### config.mk
export PLATFORM = sky130hd
export DESIGN_NAME = matrix_scan_reader
export DESIGN_NICKNAME = d
export VERILOG_FILES = /design/src/rtl/matrix_scan_reader.sv
export SDC_FILE = /design/constraint.sdc
export NUM_CORES = 1
export LEC_CHECK = 0
export BUFFER_PORTS_ARGS = -buffer_cell sky130_fd_sc_hd__buf_4
export CAP_MARGIN = 40
export CORE_UTILIZATION = 54
export DETAILED_ROUTE_END_ITERATION = 10
export GPL_TIMING_DRIVEN = 0
export HOLD_SLACK_MARGIN = 0.05
export PLACE_DENSITY = 0.87
export SLEW_MARGIN = 20
export SYNTH_ARGS = -nofsm -noshare
export SYNTH_HDL_FRONTEND = slang
export SYNTH_SLANG_ARGS = --single-unit
### constraint.sdc
create_clock -name clk_i -period 3.5 [get_ports clk_i]
set_input_delay 1.05 -clock clk_i [delete_from_list [all_inputs] [get_ports clk_i]]
set_output_delay 1.05 -clock clk_i [all_outputs]
set_load 0.005 [all_outputs]
### src/rtl/matrix_scan_reader.sv
// matrix_scan_reader: scans a GS x GS key/sensor matrix one row at a time,
// debounces each bit across successive frames and publishes a flat image in
// the same r*GS+c bit layout the LED matrix display consumes.
module matrix_scan_reader #(
    parameter int unsigned GS         = 8,
    parameter int unsigned SETTLE_CYC = 16,
    parameter int unsigned DEB_FRAMES = 3
) (
    input  logic               clk_i,
    input  logic               rst_n,
    input  logic               e_scan_i,
    input  logic [GS-1:0]      col_val_i,
    output logic [GS-1:0]      row_val_o,
    output logic [GS*GS-1:0]   matrix_o,
    output logic [GS*GS-1:0]   raw_o,
    output logic               d_scan_o,
    output logic               changed_o
);

    localparam int unsigned RW = (GS > 1) ? $clog2(GS) : 1;
    localparam int unsigned CW = (SETTLE_CYC > 1) ? $clog2(SETTLE_CYC) : 1;

    typedef enum logic [1:0] {
        StIdle,
        StDrive,
        StDone
    } state_t;

    state_t                state_q;
    logic [RW-1:0]         row_q;
    logic [CW-1:0]         cnt_q;
    // Frame under construction; each row slice is overwritten before publish.
    logic [GS*GS-1:0]      raw_acc_q;
    // Raw frame history, index 0 = newest.
    logic [GS*GS-1:0]      hist_q [DEB_FRAMES];

    logic [GS*GS-1:0]      frame_d;
    logic [GS*GS-1:0]      hist_d [DEB_FRAMES];
    logic [GS*GS-1:0]      all_one;
    logic [GS*GS-1:0]      any_one;
    logic [GS*GS-1:0]      matrix_d;
    logic                  settle_last;
    logic                  row_last;

    assign settle_last = (cnt_q == CW'(SETTLE_CYC - 1));
    assign row_last    = (row_q == RW'(GS - 1));

    // Frame with the current row's columns merged in, plus the debounce result
    // that would be published if this edge completes the frame.
    always_comb begin
        frame_d = raw_acc_q;
        frame_d[int'(row_q) * GS +: GS] = col_val_i;

        hist_d[0] = frame_d;
        for (int unsigned i = 1; i < DEB_FRAMES; i++) begin
            hist_d[i] = hist_q[i - 1];
        end

        all_one = '1;
        any_one = '0;
        for (int unsigned i = 0; i < DEB_FRAMES; i++) begin
            all_one = all_one & hist_d[i];
            any_one = any_one | hist_d[i];
        end

        // Unanimous 1 sets, unanimous 0 clears, anything mixed holds.
        matrix_d = all_one | (matrix_o & any_one);
    end

    // Scan FSM with registered row drive, capture, debounce and status pulses.
    always_ff @(posedge clk_i) begin
        if (!rst_n) begin
            state_q   <= StIdle;
            row_q     <= '0;
            cnt_q     <= '0;
            raw_acc_q <= '0;
            for (int unsigned i = 0; i < DEB_FRAMES; i++) begin
                hist_q[i] <= '0;
            end
            row_val_o <= '0;
            matrix_o  <= '0;
            raw_o     <= '0;
            d_scan_o  <= 1'b0;
            changed_o <= 1'b0;
        end else begin
            d_scan_o  <= 1'b0;
            changed_o <= 1'b0;
            unique case (state_q)
                StIdle: begin
                    row_val_o <= '0;
                    if (e_scan_i) begin
                        state_q   <= StDrive;
                        row_q     <= '0;
                        cnt_q     <= '0;
                        row_val_o <= GS'(1);
                    end
                end
                StDrive: begin
                    if (settle_last) begin
                        // Only the final settle cycle is sampled.
                        cnt_q     <= '0;
                        raw_acc_q <= frame_d;
                        if (row_last) begin
                            state_q   <= StDone;
                            row_val_o <= '0;
                            hist_q    <= hist_d;
                            raw_o     <= frame_d;
                            matrix_o  <= matrix_d;
                            d_scan_o  <= 1'b1;
                            changed_o <= (matrix_d != matrix_o);
                        end else begin
                            row_q     <= row_q + RW'(1);
                            row_val_o <= row_val_o << 1;
                        end
                    end else begin
                        cnt_q <= cnt_q + CW'(1);
                    end
                end
                StDone: begin
                    if (e_scan_i) begin
                        state_q   <= StDrive;
                        row_q     <= '0;
                        cnt_q     <= '0;
                        row_val_o <= GS'(1);
                    end else begin
                        state_q   <= StIdle;
                        row_val_o <= '0;
                    end
                end
                default: begin
                    state_q   <= StIdle;
                    row_val_o <= '0;
                end
            endcase
        end
    end

endmodule

=== Word-level counts from Yosys, hierarchy flattened ===
Index checks and enable logic that the tools add are counted.

* Bits in registers: 275
* Input port bits: 11
* Output and inout port bits: 138
* Word-level logic and storage cells: 59

* $add $sub $neg: 3
* Eq/ne operators: 10
* Shift operators: 2
* Multiplexer cells: 18
* Bitwise operators: 6
* Reduce and logical (&&, ||, !) cells: 10

{| class="wikitable"
|+ Operator list
! kind !! count
|-
| 64-bit AND || 3
|-
| 64-bit bitwise OR || 3
|-
| 64-bit bitwise mux || 1
|-
| 64-bit != test || 1
|-
| 8-bit by 34-bit variable shift with 64-bit output, first input constant || 1
|-
| 8-bit by 34-bit indexed part select with 64-bit output || 1
|-
| 6-bit negation with 34-bit output || 1
|-
| 8-bit 2-to-1 mux || 2
|-
| 8-bit case mux with 2 select lines || 1
|-
| 3-bit 2-to-1 mux || 3
|-
| 3-bit AND reduction || 3
|-
| 4-bit 2-to-1 mux || 2
|-
| 2-bit != test, second input constant || 4
|-
| 4-bit case mux with 2 select lines || 1
|-
| 4-bit AND reduction || 2
|-
| 2-bit 2-to-1 mux || 3
|-
| 2-bit case mux with 3 select lines || 1
|-
| 3-bit case mux with 2 select lines || 1
|-
| 4-bit by 1-bit adder with 4-bit output, second input constant || 1
|-
| 4-bit == test, second input constant || 1
|-
| 2-bit AND reduction || 2
|-
| 3-bit by 1-bit adder with 3-bit output, second input constant || 1
|-
| 3-bit == test, second input constant || 1
|-
| 1-bit 2-to-1 mux || 3
|-
| 6 further kinds || 6
|}

=== Depth between registers and ports, before layout ===
* Word-level depth: 8
* Gate-level depth with buffers: 13
* Mapped depth without buffers: 11

=== Worst setup path before layout ===
Ideal clock, no wire load.

* Path kind: reg2reg
* From: reg row_q[0]
* To: reg changed_o
* Library setup time: 0.129 ns
* Arrival: 3.225 ns
* Data required time: 3.371 ns
* Slack: 0.146 ns
* Cell stages (with the launch flop): 14
* Buffers on the path: 2
* Clock period less this slack: 3.354 ns
* Cells stage by stage: dfxtp_1 -> buf_6 -> inv_1 -> ha_1 -> ha_1 -> and2b_2 -> nand3_2 -> buf_6 -> mux2_4 -> a41o_1 -> or4_1 -> or4_1 -> nor4_2 -> a31oi_1

* Word-level cells in the longest chain between the ends: 8
* Elaborated cells on any way between the ends: 13
* Those cells by class: add/sub (1); eq/ne (2); shift (2); mux (1); bitwise (6); reduce/logical (1)

{| class="wikitable"
|+ Ends and longest elaborated chain
! item !! RTL line !! source
|-
| start: declaration || 30 || <nowiki>logic [RW-1:0] row_q;</nowiki>
|-
| start signal: assignment || 112 || <nowiki>row_q <= row_q + RW'(1);</nowiki>
|-
| 6-bit negation with 34-bit output || 52 || <nowiki>frame_d[int'(row_q) * GS +: GS] = col_val_i;</nowiki>
|-
| 8-bit by 34-bit indexed part select with 64-bit output / 8-bit by 34-bit variable shift with 64-bit output (equally long branches) || 52 ||
|-
| 64-bit bitwise mux || 52 ||
|-
| 64-bit bitwise OR (2 in a row) || 63 || <nowiki>any_one = any_one | hist_d[i];</nowiki>
|-
| 64-bit AND || 67 || <nowiki>matrix_d = all_one | (matrix_o & any_one);</nowiki>
|-
| 64-bit bitwise OR || 67 ||
|-
| 64-bit != test || 110 || <nowiki>changed_o <= (matrix_d != matrix_o);</nowiki>
|-
| end signal: assignment || 110 ||
|-
| end: declaration || 17 || <nowiki>output logic changed_o</nowiki>
|}

Parallel ways exist; a longest one is shown, timed or not.
A chain may end at the register's enable or synchronous reset.

=== Final worst setup path ===
Ends and elaborated chain as after synthesis.

==> metrics.txt <==
initial core utilization 55.4%; n_diodes 0; WP data arrival a little over 4 ns; Routed Antenna Nets 0; hold buffer count at cts 0; EDFF count, synth 0; area leader, netlist dfxtp_1; Post-Place Cells between 2,000 and 2,500; top cells by area, synth dfxtp_1 (39%), nand2_1 (7.9%), o211a_1 (7.7%); DIE HEIGHT 163 microns; area occupied by multi-input gates 7900 sq um; DR vias between 10,000 and 15,000; drc violations 0; Synth Cell Area 14,000 sq um; Yosys top cell area share 39.4%; synthesized instance count 1,638; Total Routing Usage GR between 30% and 40%; Num CTS Buffers 29; Syn Nets 1,655; hold slack 0.493 ns; initial antenna violation count 1; Area Growth Syn to Fin 22.6%; Power Dens Cells 386 nW/um^2; CTS max path bufs 3; predominant post-synthesis flop cell dfxtp_1; port bufs 144; dpl ws -1.22 ns; max_cap viols 0; Max Clk Rate 273 MHz; CP max stage delay about 0.56 ns; vias per inst 6.47; Worst Hold Class register to register; flops & latches, synth 275; RSZ-0062 raised after global routing yes; H-tree depth 1; worst slew pin tran ~0.9 ns; Clk pin slew, worst setup/hold paths around 0.06 ns; count of different cell masters after synthesis 64; outcome finished, violations left; final setup violating endpoints 1; CTS tree built; Die W 163 microns; Ys Warns 0; Crit Path Category register to register; Non-Filler Instances 2,194; CP startpoint kind register; Register Area 5510 sq um; First-pass DRT Iterations 6; WL per Instance roughly 23 microns; Rows 58; Design Power 6620 uW; critical-path maximum fanout 7; peak supply drop approximately 0.45 mV; Congestion Overflow GR 0; Iter 0 DRT Violations 1,921; ratio of cells with drive above 1 in the final layout 20.4%; Clock Skew 0.0193 ns; crit share post-route 105%; final net count 1,858; crit-path cells buf_6 -> inv_4 -> ha_4 -> ha_4 -> or4b_4 -> or2_4 -> o21a_4 -> and3_4 -> nor4_4 -> nand4_1 -> nor4_4 -> a31oi_4; Seq/Total Area, Yosys 39.4%; Hold Vio Cnt, Final 0; CP bufs+invs 2; die area 26,500 sq um; root cell of the clock tree clkbuf_16; Slew Limit Fails 0; Core ar. 25,300 sq um; synthesized area per cell 8.53 sq um; P_leak about 0.0076 uW; largest net degree at the start of global routing 15; minimum clock period approximately 3.7 ns; slew margin rel. 39.6%; first-pass GRT wire length 74.2 mm; failing checks setup timing; fin worst setup slack -0.161 ns; clock latency on the worst-skew pair about 0.56 ns; FFs w/ async S/R, synth 0%; Post-Route WL approximately 50 mm; Required @ worst endpoint 3.89 ns; HPWL Detailed 34.4 mm; routability congestion estimate between 0.9 and 1; Setup crit end kind register; Clock Sinks roughly 280; vias in the first global route ~13,000; slowest stage cell, crit path or4b_4; # fillers 1,975; io pins 149; family with the most delay on the worst path simple AND/OR/NAND/NOR gates
==> synthesized netlist by cell type, types with 3 or more instances <==
| cell | count |
|---|---|
| nand3_1 | 15 |
| nor4bb_1 | 5 |
| mux2i_1 | 53 |
| nor4b_1 | 24 |
| o31ai_1 | 21 |
| a21oi_1 | 11 |
| nand3b_1 | 7 |
| ha_1 | 6 |
| o21ai_0 | 109 |
| nand2b_1 | 10 |
| o211a_1 | 108 |
| nand2_1 | 293 |
| nor2b_1 | 16 |
| nor4_1 | 9 |
| a22oi_1 | 9 |
| nor3b_1 | 44 |
| or4bb_1 | 4 |
| and3_1 | 26 |
| buf_4 | 64 |
| nor2_1 | 108 |
| nand4b_1 | 36 |
| or4_1 | 4 |
| a21boi_0 | 130 |
| nor3_1 | 20 |
| and2_1 | 11 |
| o21a_1 | 5 |
| inv_1 | 19 |
| buf_6 | 3 |
| or3_1 | 4 |
| dfxtp_1 | 275 |
| nand4_1 | 19 |
| buf_2 | 5 |
| a31oi_1 | 15 |
| mux2_2 | 26 |
| buf_1 | 9 |
| clkbuf_1 | 82 |
==> area by class of cell <==
type / instances / share of cell area [%]
clock inverter: 13 / 1.01
sequential: 275 / 32.2
clock buffer: 41 / 4.90
inverter: 19 / 0.431
tap: 330 / 2.41
buffer: 162 / 5.34
multi-input combinational: 1181 / 46.1
timing repair buffer: 173 / 7.69
==> cells in the final DEF, fill, tap and decap left out, types with 9 or more instances in the layout <==
cell / synthesis / final
nand4b_1: 36 / 36
nor2_1: 108 / 106
nand4_1: 19 / 19
nand3_1: 15 / 15
buf_4: 64 / 232
nor3b_1: 44 / 44
nand2b_1: 10 / 10
o21ai_0: 109 / 107
nor2b_1: 16 / 16
a22oi_1: 9 / 9
clkbuf_1: 82 / 85
buf_6: 3 / 9
and2_1: 11 / 11
o211a_1: 108 / 108
dfxtp_1: 275 / 272
mux2i_1: 53 / 37
o31ai_1: 21 / 21
clkbuf_16: 0 / 29
nor4b_1: 24 / 22
inv_1: 19 / 18
nor3_1: 20 / 20
and3_1: 26 / 25
mux2_2: 26 / 26
a21oi_1: 11 / 11
a21boi_0: 130 / 130
a31oi_1: 15 / 13
nand2_1: 293 / 293
==> per-layer routing <==
metal	track usage, %	up-vias	wire, microns	part of all wire (%)
met4	25.1	2	3690	7.4
met5	0	-	13	0.026
li1	-	6268	-	-
met1	45.5	6709	18200	36
met3	10.0	227	6530	13
met2	55.0	981	21700	43
==> what timing repair did <==
item | CTS | global route
setup endpoints to repair | 1 | 2
gates cloned | 0 | 1
pin swaps | 12 | 11
endpoints found under the hold margin | 0 | 0
buffers inserted | 10 | 11
resized for setup | 54 | 34
==> flip-flops by register name (all words and copies together), names as in the netlist <==
name       flops
changed_o      1
cnt_q          4
d_scan_o       1
hist_d       128
matrix_o      64
raw_acc_q     64
row_q          3
row_val_o      8
state_q        2
==> logic make-up (layout without fill, tap and decap cells) <==
kind of cell             count (synthesis)  count (layout)  share of synthesized area [%]
buffers and inverters                  183             408                           6.85
multiplexers                            80              80                           6.00
flip-flops                             275             275                           39.4
AND/OR/NAND/NOR                        669             670                           24.6
AO/OA/AOI/OAI                          425             425                           22.7
adder cells (fa/ha/maj)                  6               6                          0.537
==> worst register-to-register path, delay by kind of cell, from the launching register on <==
family          cells  cell delay [ns]
simple gates        6             2.19
fa+ha+maj           2             0.42
compound gates      2             0.39
flops               1             0.35
buf+inv             2             0.15
==> final timing paths <==
check / startpoint / end / slack (ns) / cells past startpoint
max reg2reg: row_q[0]$_SDFFE_PN0P_ / changed_o$_SDFF_PN0_ / -0.16 / 12
max: row_q[0]$_SDFFE_PN0P_ / changed_o$_SDFF_PN0_ / -0.16 / 12
min: hist_d[20]$_SDFFE_PN0P_ / hist_d[20]$_SDFFE_PN0P_ / 0.49 / 2
min reg2reg: hist_d[20]$_SDFFE_PN0P_ / hist_d[20]$_SDFFE_PN0P_ / 0.49 / 2
==> report_power, final <==
group | total, uW | switching, uW | leakage, uW | internal (uW)
clock network | 3290 | 1330 | 0.000498 | 1970
logic | 187 | 128 | 0.00493 | 58.6
registers | 3130 | 3.84 | 0.00222 | 3130
==> per-stage QoR <==
step | area (sq um) | utilization [%] | setup TNS (ns)
CTS | 16900 | 66.7 | 0
global placement | 15500 | 61.3 | -1.21
finish | 17100 | 67.9 | -0.161
global route | 17100 | 67.9 | -0.186
floorplan | 14000 | - | 0
detailed placement | 15500 | 61.4 | -1.22
No activity file was read; power rests on OpenSTA's default activity.
